`src/rtl/udma_ethernet_tx_ctrl.sv`:
```
// udma_ethernet_tx_ctrl: uDMA-to-AXI-stream TX frame sequencer for the Ethernet MAC.
// Ports:
//   sys_clk_i, rstn_i            clock, synchronous active-low reset
//   en_tx_i, start_i, frame_len_i  register-interface control (length sampled on accepted start)
//   busy_o, done_o, abort_o      status: busy, normal-completion pulse, abort-completion pulse
//   frames_sent_o                wrapping count of normally completed frames
//   data_tx_req_o/gnt_i          uDMA word request/grant
//   data_tx_i/valid_i/ready_o    uDMA data word handshake
//   tx_axis_*                    8-bit AXI-stream to the MAC (tuser marks the abort beat)
module udma_ethernet_tx_ctrl #(
    parameter int LEN_W = 11,
    parameter int CNT_W = 16
) (
    input  logic             sys_clk_i,
    input  logic             rstn_i,
    input  logic             en_tx_i,
    input  logic             start_i,
    input  logic [LEN_W-1:0] frame_len_i,
    output logic             busy_o,
    output logic             done_o,
    output logic             abort_o,
    output logic [CNT_W-1:0] frames_sent_o,
    output logic             data_tx_req_o,
    input  logic             data_tx_gnt_i,
    input  logic [31:0]      data_tx_i,
    input  logic             data_tx_valid_i,
    output logic             data_tx_ready_o,
    output logic [7:0]       tx_axis_tdata_o,
    output logic             tx_axis_tvalid_o,
    input  logic             tx_axis_tready_i,
    output logic             tx_axis_tlast_o,
    output logic             tx_axis_tuser_o
);
    typedef enum logic [2:0] {IDLE, REQ, WAIT, SHIFT, ABORT, FIN} state_t;

    state_t           state, state_nx;
    logic [31:0]      sreg;
    logic [LEN_W-1:0] rem;
    logic [1:0]       bidx;
    logic [CNT_W-1:0] frames;
    logic             abort_q;
    logic             accept;

    assign accept = (state == IDLE) && start_i && en_tx_i && (frame_len_i != '0);

    always_comb begin
        state_nx = state;
        case (state)
            IDLE:    state_nx = accept ? REQ : IDLE;
            // Abort is only honoured before the grant; once granted the word must be drained.
            REQ:     state_nx = !en_tx_i ? ABORT : data_tx_gnt_i ? WAIT : REQ;
            WAIT:    state_nx = data_tx_valid_i ? SHIFT : WAIT;
            SHIFT:   state_nx = !tx_axis_tready_i ? SHIFT :
                                (rem == LEN_W'(1)) ? FIN :
                                !en_tx_i ? ABORT :
                                (bidx == 2'd3) ? REQ : SHIFT;
            ABORT:   state_nx = tx_axis_tready_i ? IDLE : ABORT;
            FIN:     state_nx = IDLE;
            default: state_nx = IDLE;
        endcase
    end

    always_ff @(posedge sys_clk_i) begin
        if (!rstn_i) begin
            state   <= IDLE;
            sreg    <= '0;
            rem     <= '0;
            bidx    <= '0;
            frames  <= '0;
            abort_q <= 1'b0;
        end else begin
            state   <= state_nx;
            // Registered so abort_o has no combinational path from tready.
            abort_q <= (state == ABORT) && tx_axis_tready_i;
            if (accept)
                rem <= frame_len_i;
            if (state == WAIT && data_tx_valid_i) begin
                sreg <= data_tx_i;
                bidx <= '0;
            end
            if (state == SHIFT && tx_axis_tready_i) begin
                sreg <= {8'h00, sreg[31:8]};
                rem  <= rem - LEN_W'(1);
                bidx <= bidx + 2'd1;
            end
            if (state == FIN)
                frames <= frames + CNT_W'(1);
        end
    end

    assign busy_o           = (state != IDLE);
    assign done_o           = (state == FIN);
    assign abort_o          = abort_q;
    assign frames_sent_o    = frames;
    assign data_tx_req_o    = (state == REQ);
    assign data_tx_ready_o  = (state == WAIT);
    assign tx_axis_tvalid_o = (state == SHIFT) || (state == ABORT);
    assign tx_axis_tdata_o  = (state == SHIFT) ? sreg[7:0] : 8'h00;
    assign tx_axis_tlast_o  = (state == SHIFT) ? (rem == LEN_W'(1)) : (state == ABORT);
    assign tx_axis_tuser_o  = (state == ABORT);
endmodule

```
`config.mk`:
```
export PLATFORM = sky130hd
export DESIGN_NAME = udma_ethernet_tx_ctrl
export DESIGN_NICKNAME = d
export VERILOG_FILES = /design/src/rtl/udma_ethernet_tx_ctrl.sv
export SDC_FILE = /design/constraint.sdc
export NUM_CORES = 1
export LEC_CHECK = 0
export ABC_AREA = 1
export BUFFER_PORTS_ARGS = -buffer_cell sky130_fd_sc_hd__buf_2
export CORE_MARGIN = 8
export CORE_UTILIZATION = 25
export CTS_BUF_LIST = sky130_fd_sc_hd__clkbuf_4 sky130_fd_sc_hd__clkbuf_8
export CTS_CLUSTER_SIZE = 8
export DETAILED_ROUTE_END_ITERATION = 12
export SLEW_MARGIN = 10
export SYNTH_ARGS = -nofsm -noshare
export SYNTH_HDL_FRONTEND = slang
export SYNTH_SLANG_ARGS = --single-unit
```
`constraint.sdc`:
```
create_clock -name sys_clk_i -period 1.6 [get_ports sys_clk_i]
set_input_delay 0.24 -clock sys_clk_i [delete_from_list [all_inputs] [get_ports sys_clk_i]]
set_output_delay 0.24 -clock sys_clk_i [all_outputs]
set_load 0.02 [all_outputs]
```
# ---- Yosys cells after proc, flatten, opt, wreduce, memory -nomap -nowiden
# Index checks and enable logic that the tools add are counted.
dict set report op_classes {
  n_addsub 3
  n_bitwise 1
  mux 18
  n_reduce_logical 13
  eq_ne 7
}
# operator n
set ops {}
lappend ops {{2-to-1 mux 24 bit} 2}
lappend ops {{2-to-1 mux 11 bit} 2}
lappend ops {{adder 16 x 1 -> 16 bit, second input constant} 1}
lappend ops {{2-to-1 mux 3 bit} 5}
lappend ops {{one-hot mux 3 bit (5 select lines)} 1}
lappend ops {{equality test 11 x 1 -> 1 bit, second input constant} 1}
lappend ops {{nonzero test 11 bit} 1}
lappend ops {{subtractor 11 x 1 -> 11 bit, second input constant} 1}
lappend ops {{2-to-1 mux 2 bit} 4}
lappend ops {{2-to-1 mux 8 bit} 1}
lappend ops {{equality test 3 x 2 -> 1 bit, second input constant} 2}
lappend ops {{equality test 3 bit, second input constant} 2}
lappend ops {{logical AND 1 bit} 6}
lappend ops {{nonzero test 2 bit} 2}
lappend ops {{equality test 3 x 1 -> 1 bit, second input constant} 1}
lappend ops {{zero test 3 bit} 1}
lappend ops {{2-to-1 mux 1 bit} 3}
lappend ops {{nonzero test 3 bit} 1}
lappend ops {{adder 2 x 1 -> 2 bit, second input constant} 1}
lappend ops {{equality test 2 bit, second input constant} 1}
lappend ops {{OR reduction 2 bit} 1}
lappend ops {{logical OR 1 bit} 1}
lappend ops {{NOT 1 bit} 1}
dict set report word_totals {
  reg_bits 65
  output_inout_bits 32
}

# ---- Logic depth before layout (Yosys ltp)
dict set report depth {
  ltp_word 6
  depth_mapped 11
  mapped_depth_nobuf 11
}

# ---- Worst setup path before layout
# Ideal clock, no wire load.
dict set report synth_timing {
  path_type {register to output}
  startpoint {register state[1]}
  endpoint {output port tx_axis_tlast_o}
  arrival_ps 1323
  slack_ps 37
  path_stages_with_launch 4
  path_cell_list {dfxtp_1 nand3_1 clkbuf_1 o21ai_0}
}
dict set report synth_between {
  elab_chain_len 2
}
# element line_no
set synth_lines {}
lappend synth_lines {{from (decl)} 36} ;# state_t state, state_nx;
lappend synth_lines {{from (signal assigned)} 72} ;# state <= state_nx;
lappend synth_lines {{equality test 3 bit / equality test 3 x 2 -> 1 bit (equally long branches)} 99} ;# assign tx_axis_tlast_o = (state == SHIFT) ? (rem == LEN_W'(1)) : (state == ABORT);
lappend synth_lines {{2-to-1 mux 1 bit *} 99}
lappend synth_lines {{to (decl)} 31} ;# output logic tx_axis_tlast_o,
# Mark *: on every way between the ends. The rest lies on a longest branch, timed or not.

# ---- Worst setup path after layout
dict set report layout_timing {
  startpoint {register rem[7]}
  endpoint {output port tx_axis_tlast_o}
}
dict set report layout_between {
  elab_chain_len 2
}
# element line_no
set layout_lines {}
lappend layout_lines {{from (decl)} 38} ;# logic [LEN_W-1:0] rem;
lappend layout_lines {{from (signal assigned)} 76} ;# rem <= frame_len_i;
lappend layout_lines {{from (signal assigned)} 83} ;# rem <= rem - LEN_W'(1);
lappend layout_lines {{equality test 11 x 1 -> 1 bit} 99}
lappend layout_lines {{2-to-1 mux 1 bit} 99}
# Every way passes these cells.

==> metrics.cfg <==
[timing]
finalSetupViolCount=1
max_clk_rate_mhz=616.8
worst_clock_skew_ns=0.01364
share_of_the_clock_period_used_by_the_worst_path_after_layout=1.013
timing_worst_slew_pin_value_ns=0.3057
rsz0062_at_grt=yes
timing.final.max_slew_violations=0
finalHoldViolations=0
max_slew_margin=0.7960
timing.setup.tns_ns=-0.02126
final_period_minus_worst_setup_slack_ns=1.621
setup_ws_ns=-0.02126

[place]
post_dp_cell_area_sq_um=4138
dpl_worst_slack_ns=0.06992
io_buffers=81
dp_hpwl_microns=7084
gp_congestion=0.7814

[setup_path]
endpoint_kind=primary output
timing.critical_path.fanout_max=3
r2r-end=sreg[22]
timing.rr.start=state[2]
worst-endpoint-required_ns=1.36
r2r_slack_ns=0.11
arrival_ns=1.38
r2r.worst_path.cells=7
timing_worst_setup_path_type=reg -> out
crit_path_start_kind=flop

[logic_synthesis]
synth-seq-area-share=0.3704
post_synth_main_area_contributors=dfxtp_1 (37%), nand2_1 (9.4%), nor2_1 (7.9%)
yosys_warnings=0
ys_ff_latch=65
mappedNetlistNets=546
yosys.area.top_type=dfxtp_1
syn_avg_cell_area_sq_um=7.141
synthesis.area_sq_um=3513
synthCells=492
synth.distinct_cells=38
yosys.area.top_type_share=0.3704

[route]
dr.pass1.iters=4
detail_route.vias_per_cell=4.349
detailedRoute.firstIterationViolations=158
routed_wire_length_per_instance_microns=12.56
dr_total_vias=3375
antenna_left=0
drt_drc_violations_left=0
totalWireLength_microns=9750

[run]
timing.max_cap.violations=0

[cells_and_area]
proportion_of_layout_cells_with_a_drive_suffix_above_1=0.3372
total_of_fill_cells_in_the_finished_design=1482
final_design_area_no_fill_sq_um=4541
fin_nets=645
insertedDiodeCount=0
area_delta_synth_final_pct=29.24

[cts]
clockBufferDepth=2
holdBufCountCts=0
worst_skew_pair.late_latency_ns=0.36
worst_setup_hold_path_clk_slew_ns=0.08
cts-root-buf=clkbuf_8
cts.sinks=65
htree_num_levels=3
numCtsBuffers=9
tritoncts=yes

[worst_hold_path]
worstHoldStart=data_tx_i[29]
min_path_type=in -> reg
hold_end=sreg[29]
worst_hold_path_cell_count=3

[power_and_ir_drop]
max-vdd-ir-drop_mv=0.2972
fin_total_pwr_mw=3.442
leakagePower_nw=2.024
power-per-cell-area_nw_per_um2=758.1

[die]
die_area_sq_um=18100
core_area_sq_um=13830
initial_utilization=0.2541
die-width_microns=134.5
row_count=43
io_pins=82
die_y_microns=134.5

[global_routing]
overflow=0
grt_first_pass_wirelength_microns=15950
grt_max_degree=26
gr-usage-all-layers=0.1094
via_count_of_the_first_global_routing_pass=3328
grt_antenna_before_repair=1

[run_status]
violated_checks=negative setup slack
run_status=complete, but fails checks

==> worst max-delay path by stage <==
stage / to / slack (ns) / from / cells past startpoint
after floorplan: tx_axis_tlast_o / 0.04 / state[1] / 3
after global placement: tx_axis_tlast_o / 0.10 / rem[6] / 6
after detailed placement: frames_sent_o[12] / 0.07 / state[0] / 7
after CTS: tx_axis_tlast_o / -0.10 / rem[1] / 7
after global routing: tx_axis_tlast_o / -0.11 / rem[4] / 6
final: tx_axis_tlast_o / -0.02 / rem[7] / 6
==> cell usage in the layout (no fill, tap or decap), drive strengths merged <==
master and count:
o31ai 1, nor3 24, nor2 98, ha 4, or2 1, nand4 5, a211oi 2, nand3 27
o221a 5, nand2 95, o211ai 2, a31oi 3, clkinv 2, xor2 1, a21oi 32, o21ai 44
dfxtp 65, xnor2 1, nor3b 1, clkinvlp 4, buf 106, inv 63, clkbuf 10
==> critical path: stages, from the launching register on <==
cell     delay [ns]
dfxtp_2        0.35
nor2_4         0.12
nand2_1        0.08
nor2_2         0.12
nand2_2        0.07
o21ai_2        0.15
buf_6          0.14
==> sequential cells by signal, indices dropped and copies added (netlist names) <==
name	flops
abort_o	1
bidx	2
frames_sent_o	16
rem	11
sreg	32
state	3
==> area by class of cell <==
cell class | count | area (sq um) | share of cell area
tap | 180 | 225.2 | 0.04960
clock buffer | 10 | 131.4 | 0.02893
timing repair buffer | 106 | 663.1 | 0.1460
inverter | 63 | 246.5 | 0.05428
multi-input combinational | 346 | 1909 | 0.4205
clock inverter | 6 | 43.79 | 0.009645
sequential | 65 | 1321 | 0.2910
==> logic make-up (layout without fill, tap and decap cells) <==
logic type,count (synthesis),in the layout,synth area share
fa+ha+maj,4,4,0.01425
simple gates,251,251,0.3615
xor+xnor,2,2,0.004987
buf+inv,81,185,0.1054
compound gates,89,89,0.1435
flops,65,65,0.3704
==> timing repair <==
action	in CTS	in global routing
setup endpoints to repair	14	27
pin swaps	4	6
buffers inserted	5	6
gates resized for setup	19	31
cloned	0	1
==> cells in the mapped netlist, drive strengths merged <==
cell    count
a211oi      2
a21oi      32
a31oi       3
buf        10
clkbuf      8
clkinv      1
dfxtp      65
ha          4
inv        62
nand2      95
nand3      27
nand4       5
nor2       98
nor3       24
nor3b       1
o211ai      2
o21ai      44
o221a       5
o31ai       1
or2         1
xnor2       1
xor2        1
==> layer usage <==
layer,vias up,global-route usage,wire length [microns]
met4,2,0.03556,133
met3,13,0.04755,609
li1,1778,-,-
met1,1512,0.1321,4585
met2,70,0.1706,4414
met5,-,0,8
==> power by group <==
| group | switching (mW) | internal, mW |
|---|---|---|
| Clock | 0.712 | 0.581 |
| Combinational | 0.272 | 0.196 |
| Sequential | 0.0325 | 1.65 |
| Total | 1.02 | 2.43 |
==> per-stage QoR <==
stage | instances | hold slack [ns] | utilization
floorplan | 492 | 0.3824 | -
global placement | 748 | 0.4450 | 0.2992
detailed placement | 748 | 0.4514 | 0.2992
CTS | 769 | 0.1060 | 0.3180
global route | 776 | 0.09942 | 0.3284
finish | 776 | 0.1260 | 0.3284
Power figures use the tool's default switching activity.
